$ cat config.mk
export PLATFORM = sky130hd
export DESIGN_NAME = mmio_uart_tx
export DESIGN_NICKNAME = d
export VERILOG_FILES = /design/src/rtl/mmio_uart_tx.sv
export SDC_FILE = /design/constraint.sdc
export NUM_CORES = 1
export LEC_CHECK = 0
export BUFFER_PORTS_ARGS = -buffer_cell sky130_fd_sc_hd__buf_2
export CORE_MARGIN = 3
export CORE_UTILIZATION = 43
export DETAILED_ROUTE_END_ITERATION = 6
export GPL_TIMING_DRIVEN = 1
export PLACE_DENSITY = 0.61
export SLEW_MARGIN = 20
export SYNTH_ARGS = -nofsm -noshare
export SYNTH_HDL_FRONTEND = slang
export SYNTH_SLANG_ARGS = --single-unit
$ cat constraint.sdc
create_clock -name clk -period 6.25 [get_ports clk]
set_input_delay 0.3125 -clock clk [delete_from_list [all_inputs] [get_ports clk]]
set_output_delay 0.3125 -clock clk [all_outputs]
set_load 0.005 [all_outputs]
$ cat src/rtl/mmio_uart_tx.sv
// mmio_uart_tx
//   Memory-mapped UART transmitter. Bytes written to DATA are queued in a small
//   FIFO and sent 8N1, LSB first, on tx. The same bus also reads and writes
//   STATUS and BAUD_DIV.
//
//   Optional feature: define UART_TX_PARITY_EN to add an even-parity bit
//   between the last data bit and the stop bit. The frame is then 11 bit
//   periods long instead of 10.
//
// Parameters
//   FIFO_DEPTH        TX FIFO entries (power of two, 2..64)
//   DEFAULT_BAUD_DIV  reset value of BAUD_DIV (clocks per bit)
//
// Ports
//   clk      core clock, rising edge
//   rstb     asynchronous active-low reset
//   sel      peripheral selected by bus decode
//   addr     byte offset; addr[3:2] picks the register
//   wr_ena   write strobe, qualified by sel
//   wr_data  write data
//   rd_data  registered read data, valid the cycle after sel/addr
//   tx       serial output, idles high
//   irq      high while the FIFO is empty and the shifter is idle
//
// Register map (addr[3:2])
//   0 DATA      W: push wr_data[7:0]           R: 0
//   1 STATUS    R: [0] busy [1] full [2] empty [3] overflow [11:8] count
//               W: bit3=1 clears overflow
//   2 BAUD_DIV  RW [15:0]; a written value of 0 or 1 is stored as 2
//   3 reserved  R: 0, writes ignored
//
// FSM
//   state    | meaning
//   S_IDLE   | line high; pops the FIFO head as soon as one is available
//   S_START  | start bit (tx=0)
//   S_DATA   | 8 data bits, LSB first
//   S_PARITY | even parity bit (only with UART_TX_PARITY_EN)
//   S_STOP   | stop bit (tx=1); chains straight into the next START if data waits
module mmio_uart_tx #(
    parameter int FIFO_DEPTH       = 8,
    parameter int DEFAULT_BAUD_DIV = 534
) (
    input  logic        clk,
    input  logic        rstb,
    input  logic        sel,
    input  logic [3:0]  addr,
    input  logic        wr_ena,
    input  logic [31:0] wr_data,
    output logic [31:0] rd_data,
    output logic        tx,
    output logic        irq
);

    localparam int AW = $clog2(FIFO_DEPTH);
    localparam int CW = AW + 1;

`ifdef UART_TX_PARITY_EN
    typedef enum logic [2:0] {S_IDLE, S_START, S_DATA, S_PARITY, S_STOP} state_t;
`else
    typedef enum logic [2:0] {S_IDLE, S_START, S_DATA, S_STOP} state_t;
`endif

    state_t         state_q, state_d;

    logic [7:0]     mem [FIFO_DEPTH];
    logic [AW-1:0]  wr_ptr_q, rd_ptr_q;
    logic [CW-1:0]  count_q;
    logic           overflow_q;
    logic [15:0]    baud_div_q;
    logic [15:0]    baud_cnt_q;
    logic [2:0]     bit_idx_q;
    logic [7:0]     shreg_q;
`ifdef UART_TX_PARITY_EN
    logic           parity_q;
`endif

    logic           full, empty, busy;
    logic           wr_data_reg, wr_status_reg, wr_baud_reg;
    logic           push_ok, push_drop;
    logic           pop, bit_start, shift_en, idx_clr;
    logic           bit_end;
    logic [3:0]     cnt_sat;
    logic [31:0]    status_word;
    logic           unused_ok;

    assign unused_ok = ^{addr[1:0], wr_data[31:16]};

    assign full  = (count_q == CW'(FIFO_DEPTH));
    assign empty = (count_q == '0);
    assign busy  = (state_q != S_IDLE);
    assign irq   = empty & ~busy;

    assign wr_data_reg   = sel & wr_ena & (addr[3:2] == 2'd0);
    assign wr_status_reg = sel & wr_ena & (addr[3:2] == 2'd1);
    assign wr_baud_reg   = sel & wr_ena & (addr[3:2] == 2'd2);

    // A push into a full FIFO still fits when the shifter pops in the same cycle.
    assign push_ok   = wr_data_reg & (~full | pop);
    assign push_drop = wr_data_reg & full & ~pop;

    assign bit_end = (baud_cnt_q == 16'd0);

    always_comb begin
        if (32'(count_q) > 32'd15) cnt_sat = 4'hF;
        else                       cnt_sat = 4'(count_q);
    end

    assign status_word = {20'd0, cnt_sat, 4'd0, overflow_q, empty, full, busy};

    always_comb begin
        state_d   = state_q;
        pop       = 1'b0;
        bit_start = 1'b0;
        shift_en  = 1'b0;
        idx_clr   = 1'b0;
        case (state_q)
            S_IDLE: begin
                if (!empty) begin
                    pop       = 1'b1;
                    bit_start = 1'b1;
                    state_d   = S_START;
                end
            end
            S_START: begin
                if (bit_end) begin
                    bit_start = 1'b1;
                    idx_clr   = 1'b1;
                    state_d   = S_DATA;
                end
            end
            S_DATA: begin
                if (bit_end) begin
                    bit_start = 1'b1;
                    if (bit_idx_q == 3'd7) begin
`ifdef UART_TX_PARITY_EN
                        state_d = S_PARITY;
`else
                        state_d = S_STOP;
`endif
                    end else begin
                        shift_en = 1'b1;
                    end
                end
            end
`ifdef UART_TX_PARITY_EN
            S_PARITY: begin
                if (bit_end) begin
                    bit_start = 1'b1;
                    state_d   = S_STOP;
                end
            end
`endif
            S_STOP: begin
                if (bit_end) begin
                    if (!empty) begin
                        pop       = 1'b1;
                        bit_start = 1'b1;
                        state_d   = S_START;
                    end else begin
                        state_d = S_IDLE;
                    end
                end
            end
            default: state_d = S_IDLE;
        endcase
    end

    always_comb begin
        tx = 1'b1;
        case (state_q)
            S_START:  tx = 1'b0;
            S_DATA:   tx = shreg_q[0];
`ifdef UART_TX_PARITY_EN
            S_PARITY: tx = parity_q;
`endif
            default:  tx = 1'b1;
        endcase
    end

    always_ff @(posedge clk or negedge rstb) begin
        if (!rstb) state_q <= S_IDLE;
        else       state_q <= state_d;
    end

    // Bit timer and shifter. BAUD_DIV is sampled only at bit starts, so a
    // mid-frame write lands at the next bit boundary.
    always_ff @(posedge clk or negedge rstb) begin
        if (!rstb) begin
            baud_cnt_q <= 16'd0;
            bit_idx_q  <= 3'd0;
            shreg_q    <= 8'd0;
`ifdef UART_TX_PARITY_EN
            parity_q   <= 1'b0;
`endif
        end else begin
            if (bit_start)             baud_cnt_q <= baud_div_q - 16'd1;
            else if (!bit_end)         baud_cnt_q <= baud_cnt_q - 16'd1;

            if (idx_clr)               bit_idx_q <= 3'd0;
            else if (shift_en)         bit_idx_q <= bit_idx_q + 3'd1;

            if (pop) begin
                shreg_q  <= mem[rd_ptr_q];
`ifdef UART_TX_PARITY_EN
                parity_q <= ^mem[rd_ptr_q];
`endif
            end else if (shift_en) begin
                shreg_q <= {1'b0, shreg_q[7:1]};
            end
        end
    end

    always_ff @(posedge clk) begin
        if (push_ok) mem[wr_ptr_q] <= wr_data[7:0];
    end

    always_ff @(posedge clk or negedge rstb) begin
        if (!rstb) begin
            wr_ptr_q   <= '0;
            rd_ptr_q   <= '0;
            count_q    <= '0;
            overflow_q <= 1'b0;
        end else begin
            if (push_ok) wr_ptr_q <= wr_ptr_q + 1'b1;
            if (pop)     rd_ptr_q <= rd_ptr_q + 1'b1;
            count_q <= count_q + CW'(push_ok) - CW'(pop);
            if (push_drop)                        overflow_q <= 1'b1;
            else if (wr_status_reg && wr_data[3]) overflow_q <= 1'b0;
        end
    end

    always_ff @(posedge clk or negedge rstb) begin
        if (!rstb) begin
            baud_div_q <= 16'(DEFAULT_BAUD_DIV);
        end else if (wr_baud_reg) begin
            if (wr_data[15:0] < 16'd2) baud_div_q <= 16'd2;
            else                       baud_div_q <= wr_data[15:0];
        end
    end

    always_ff @(posedge clk or negedge rstb) begin
        if (!rstb) begin
            rd_data <= 32'd0;
        end else if (sel) begin
            case (addr[3:2])
                2'd1:    rd_data <= status_word;
                2'd2:    rd_data <= {16'd0, baud_div_q};
                default: rd_data <= 32'd0;
            endcase
        end else begin
            rd_data <= 32'd0;
        end
    end

endmodule

==> reports/metrics.csv, run 1 <==
stage;metric;value;unit
setup_path;cp_top_family;simple AND/OR/NAND/NOR gates;
sta;holdWs;0.0818;ns
setup_path;cp-startpoint;cnt_sat[2];
yosys;post_synth.cell_area_avg;13.4;sq um
placement;place.gp.congestion;0.868;
routing;drt-vias-per-instance;5.52;
routing;drt_iter0_drc;388;
pwr;powerDensity;446;mW/mm^2
die;die_x;128;microns
clocking;cts_resized;0;
clocking;hold_buffers;0;
job;drv_cap;0;
die;die_h;128;microns
sta;fmax;263;MHz
placement;dp_cells;685;
placement;dp_hpwl;9170;microns
sta;fin_crit_sh;0.609;
die;die_area;0.0163;sq mm
routing;final_antenna_net_count;0;
sta;rsz0062_at_grt;no;
yosys;synth_flop_cell;dfrtp_1;
yosys;syn_area;0.00637;sq mm
routing;drcViolationCount;0;
yosys;synth-seq-cells;136;
global_routing;grt_pass1_wl;22100;microns
layout;final_cells;717;
setup_path;reg2reg_from;cnt_sat[2];
clocking;clock-sinks;136;
clocking;clk_pin_slew_worst_paths;0.06;ns
sta;period_needed;3.81;ns
pwr;ir_worst_vdd;0.189;mV
setup_path;cp_slowest_stage_delay;0.80;ns
setup_path;crit_buf_inv;1;
pwr;total_power;3.24;mW
layout;fin_nets;583;
global_routing;antenna_found_initial;0;
setup_path;crit_type;reg -> reg;
routing;firstDrtPassIters;4;
clocking;ctsRootBufferMaster;clkbuf_16;
die;start_util;0.449;
yosys;yosysUniqueCellTypes;58;
sta;finalMaxSlewViolations;0;
global_routing;grt.total_usage;0.179;
setup_path;cp_data_required_time;6.29;ns
layout;fin_util;0.512;
yosys;synth_edf_count;64;
outcome;status;finished clean;
pwr;leakage;2.92;nW
setup_path;end_kind;flop;
setup_path;path_cells;inv_1 > ha_1 > nor3b_1 > nor2_1 > a41oi_1 > nor2_2 > o211ai_1 > nor2_1;
setup_path;slowest_stage;nor2_2;
sta;max_slew_margin;0.331;
sta;fin_setup_tns;0;ns
yosys;synth_area_leaders;edfxtp_1 30%, dfrtp_1 27%, mux4_2 5.7%, mux2i_1 4.1%, ha_1 3.5%;
clocking;htreeDepth;4;
yosys;yosysTopAreaCell;edfxtp_1;
yosys;synth_top_area_share;0.302;
routing;num_vias;3959;
placement;port_buffers;39;
yosys;ys_seq_area_frac;0.585;
hold_path;hold_path.class;in -> async;
die;ios;74;
setup_path;cp-start-kind;flop;
global_routing;grt-ovfl-total;0;
clocking;clock_path_buffers;2;
clocking;numCtsBuffers;17;
global_routing;grt_pass1_vias;4017;
yosys;synth_cells;475;
yosys;async_flop_share;0.529;
setup_path;critPathArrivalTime;3.85;ns
layout;drive_above_1_share;0.235;
routing;drt-wirelength-per-cell;18.8;microns
layout;antenna_cells;0;
global_routing;grt_max_degree;73;
yosys;yosys_warnings;0;
sta;hold_viol;0;
clocking;worst_skew_pair.late_latency;0.43;ns
clocking;post_cts_buffers;0;
clocking;cts_tree;built;
die;coreArea;0.0142;sq mm
die;rows;43;
setup_path;crit_path_max_fanout;17;
layout;area_growth;14.1;%
sta;setup_violations;0;
setup_path;worst_path_most_repeated_cell;nor2_1;
sta;clock_skew;0.0131;ns
routing;wl;13500;microns
sta;worst_pin_slew;1.00;ns
[per-layer routing]
layer,track usage,wire [microns],up-vias,share of wire
li1,-,-,1847,-
met1,0.252,6140,1974,0.45
met2,0.269,6360,126,0.47
met3,0.0521,853,12,0.063
met4,0.0543,152,0,0.011
met5,0,0,-,0
[worst register-to-register path: cells and delay by family, from the launching register on]
family,cells,cell delay [ns]
simple gates,4,2.30
buf+inv,1,0.08
flops,1,0.35
compound gates,2,0.46
fa+ha+maj,1,0.23
[cell usage in the layout, fill, tap and decap left out, drive strengths merged, types with 6 or more instances in the layout]
master / Yosys / routed
a21oi: 13 / 13
a22oi: 10 / 10
and3: 9 / 9
buf: 23 / 47
clkbuf: 9 / 19
conb: 1 / 16
dfrtp: 68 / 68
edfxtp: 64 / 64
ha: 18 / 18
inv: 16 / 20
mux2: 19 / 19
mux2i: 26 / 26
mux4: 16 / 16
nand2: 29 / 29
nand3: 7 / 7
nor2: 32 / 32
nor3: 13 / 13
nor4: 10 / 10
o21ai: 14 / 14
xnor2: 18 / 18
xor2: 6 / 6
[worst paths after layout]
path / endpoint / slack [ns] / cells past startpoint
max: mem[7][2] / 2.44 / 8
min: rd_data[6] / 0.08 / 2
max reg2reg: mem[7][2] / 2.44 / 8
min reg2reg: overflow_q / 0.52 / 1
max in group asynchronous: rd_ptr_q[0] / 5.50 / 2
min in group clk: baud_div_q[8] / 0.14 / 2
[final cells by class]
cell class	instances	area, sq um
Clock buffer	19	433
Clock inverter	13	123
Fill cell	1232	6930
Inverter	16	60.1
Multi-Input combinational cell	306	2440
Sequential cell	136	3730
Tap cell	180	225
Timing Repair Buffer	47	255
[metrics by stage]
stage	cell area (sq um)	worst slack, ns
5_1_grt	7270	2.09
2_1_floorplan	6430	2.95
3_3_place_gp	6710	2.47
3_5_place_dp	6710	2.45
6_report	7270	2.44
4_1_cts	7270	2.42
[cells in the mapped netlist (3+ instances only)]
cell	instances
dfrtp_1	68
edfxtp_1	64
nor2_1	30
nand2_1	29
mux2i_1	26
mux2_2	19
buf_4	18
ha_1	18
xnor2_1	18
inv_1	16
mux4_2	16
a21oi_1	13
nor3_1	13
o21ai_0	13
a22oi_1	10
and3_1	9
clkbuf_1	9
nor4_1	9
nand3_1	7
xor2_1	6
o22ai_1	5
dfstp_2	4
o32ai_1	4
a22o_1	3
nand2b_1	3
nor3b_1	3
o211ai_1	3
or4_1	3
[flip-flops by register name (all words and copies together) (netlist names)]
signal,cells
shreg_q,8
rd_data,16
overflow_q,1
rd_ptr_q,3
wr_ptr_q,3
mem,64
state_q,2
baud_cnt_q,16
bit_idx_q,3
baud_div_q,16
cnt_sat,4
[power by group]
part / internal, mW / total (mW) / switching, mW / leakage, nW
registers: 1.11 / 1.35 / 0.240 / 1.47
clock network: 0.551 / 0.943 / 0.392 / 0.266
logic: 0.473 / 0.947 / 0.474 / 1.19
[cell families after synthesis]
group,after synthesis,share of synthesized area
DFF,136,0.585
and+or+nand+nor,121,0.101
AOI/OAI and AO/OA,65,0.0711
muxes,61,0.131
buffers and inverters,48,0.0404
xor gates and xnor gates,24,0.0330
adders and majority gates,19,0.0385
other,1,0.000588
(Power assumes the default switching activity.)
==> inputs of run 2 (changes only) <==
--- a/config.mk
+++ b/config.mk
@@ -10,7 +10,7 @@
 export CORE_UTILIZATION = 43
 export DETAILED_ROUTE_END_ITERATION = 6
 export GPL_TIMING_DRIVEN = 1
-export PLACE_DENSITY = 0.61
+export PLACE_DENSITY = 0.63
 export SLEW_MARGIN = 20
 export SYNTH_ARGS = -nofsm -noshare
 export SYNTH_HDL_FRONTEND = slang
==> constraint.sdc (replaced) <==
create_clock -name clk -period 3.2 [get_ports clk]
set_input_delay 0.16 -clock clk [delete_from_list [all_inputs] [get_ports clk]]
set_output_delay 0.16 -clock clk [all_outputs]
set_load 0.005 [all_outputs]
==> run 2 against run 1 <==
Against the previous run:
- via count grew 3.9%
- fmax grew 25%
- die area unchanged
- clock skew shrank 0.0040 ns
- sequential power grew 90%
- total power is 110% higher
- flip-flop and latch count unchanged
- first-iteration DRC count is 39% lower
- wire length grew 2.2%
- setup slack worse by 2.3 ns
- register-to-register slack worse by 2.3 ns
- critical path type unchanged
==> reports/metrics.csv, run 2 (synthesis gave the netlist of run 1 again) <==
stage;metric;value;unit
outcome;status;finished clean;
sta;rsz0062_at_grt;no;
pwr;power_switching_share;0.340;
routing;drt-wirelength-per-cell;18.5;microns
global_routing;grt.total_usage;0.182;
clocking;ctsRootBufferMaster;clkbuf_16;
sta;period_needed;3.05;ns
placement;dp_hpwl;9530;microns
routing;wl;13800;microns
global_routing;grt_pass1_wl;22900;microns
job;drv_cap;0;
layout;seqCellArea;0.00373;sq mm
setup_path;cp_data_required_time;3.53;ns
die;die_x;128;microns
routing;final_antenna_net_count;0;
sta;max_slew_margin;0.391;
global_routing;grt_pass1_vias;4225;
die;die_h;128;microns
clocking;clock_path_buffers;2;
clocking;worst_skew_pair.late_latency;0.42;ns
pwr;leakage;3.10;nW
sta;hold_viol;0;
die;coreArea;0.0142;sq mm
clocking;htreeDepth;4;
layout;fin_nets;614;
sta;worst_pin_slew;0.913;ns
placement;placed_cell_area;0.00688;sq mm
global_routing;antenna_found_initial;0;
sta;finalMaxSlewViolations;0;
global_routing;grt-ovfl-total;0;
pwr;seqPwrFrac;0.383;
pwr;p_int;4.42;mW
die;start_util;0.449;
placement;port_buffers;39;
setup_path;end_kind;flop;
pwr;power.switching;2.28;mW
placement;place.gp.congestion;0.859;
die;ios;74;
die;die_area;0.0163;sq mm
clocking;clock-sinks;136;
sta;clock_skew;0.00910;ns
setup_path;crit_path_max_fanout;5;
routing;num_vias;4114;
layout;mostFrequentLayoutCells;68 x dfrtp_1, 64 x edfxtp_1, 39 x buf_2;
layout;antenna_cells;0;
clocking;cts_tree;built;
layout;area_growth;19.6;%
layout;top_register;mem;
routing;drt-vias-per-instance;5.50;
pwr;power_frac_clock;0.295;
routing;drt_iter0_drc;236;
sta;fin_crit_sh;0.953;
setup_path;critPathArrivalTime;3.38;ns
routing;firstDrtPassIters;4;
layout;drive_above_1_share;0.282;
pwr;powerDensity;879;mW/mm^2
pwr;ir_worst_vdd;0.428;mV
setup_path;crit_type;reg -> reg;
global_routing;grt_max_degree;73;
clocking;clk_pin_slew_worst_paths;0.06;ns
die;rows;43;
layout;final_area;0.00762;sq mm
layout;fillCellCount;1199;
layout;multi_input_area;0.00249;sq mm
layout;mostFrequentLayoutCell;dfrtp_1;
hold_path;hold_path.class;in -> reg;
pwr;combPwrFrac;0.323;
clocking;numCtsBuffers;17;
sta;fmax;328;MHz
layout;largest_register_ffs;64;
setup_path;cp-start-kind;flop;
routing;drcViolationCount;0;
sta;setup_violations;0;
pwr;total_power;6.70;mW
[run 2: stage by stage]
stage / hold slack, ns / TNS (ns) / cells / util / worst slack (ns)
3_3_place_gp: 0.415 / 0 / 705 / 0.485 / 0.0606
6_report: 0.0378 / 0 / 748 / 0.537 / 0.149
3_5_place_dp: 0.420 / -0.0571 / 705 / 0.485 / -0.0571
4_1_cts: 0.0136 / 0 / 746 / 0.534 / 0.00179
2_1_floorplan: -0.136 / 0 / 490 / - / 0.0481
5_1_grt: 0.0285 / 0 / 748 / 0.537 / 0.00982
[run 2: cell type report]
| type | count | area share |
|---|---|---|
| timing repair buffer | 78 | 0.0666 |
| tap | 180 | 0.0295 |
| sequential | 136 | 0.489 |
| clock buffer | 17 | 0.0558 |
| multi-input combinational | 306 | 0.327 |
| clock inverter | 15 | 0.0240 |
| inverter | 16 | 0.00788 |
[run 2: path summary, 6_finish.rpt]
path | start | to | slack [ns] | cells past startpoint
setup / recovery | state_q[0] | baud_cnt_q[10] | 0.15 | 12
max in group asynchronous | rstb | shreg_q[3] | 2.10 | 3
hold reg to reg | bit_idx_q[1] | bit_idx_q[1] | 0.53 | 2
min in group asynchronous | rstb | rd_data[15] | 0.50 | 3
setup reg to reg | state_q[0] | baud_cnt_q[10] | 0.15 | 12
hold / removal | wr_data[1] | baud_div_q[1] | 0.04 | 3
[run 2: power by group through the flow]
stage	Combinational (mW)	Clock (mW)	Sequential (mW)
2_1_floorplan	1.65	0	2.44
3_3_place_gp	2.04	0	2.58
3_5_place_dp	2.11	0	2.59
4_1_cts	2.14	2.01	2.56
5_1_grt	2.42	2.09	2.62
6_report	2.16	1.98	2.56
[run 2: worst max-delay path, stage by stage (launching register included)]
cell	delay [ns]
dfrtp_1	0.39
inv_2	0.09
ha_4	0.21
or4b_2	0.68
o2111ai_2	0.14
o21ai_4	0.10
mux2i_1	0.16
ha_2	0.22
nand3b_1	0.15
or4_4	0.46
nor3_1	0.16
a21oi_1	0.07
o21ai_1	0.14
[run 2: layer usage]
layer | vias to the layer above | track usage | wire length (microns)
met5 | - | 0 | 0
met4 | 0 | 0.0587 | 223
met3 | 17 | 0.0388 | 669
met2 | 107 | 0.285 | 6510
met1 | 2082 | 0.255 | 6410
li1 | 1908 | - | -
[run 2: timing repair]
action,CTS,global route
endpoints found under the hold margin,68,0
pin swaps,0,1
gates resized for setup,1,8
setup buffers,1,2
endpoints found under the setup margin,2,5
hold buffers,8,0
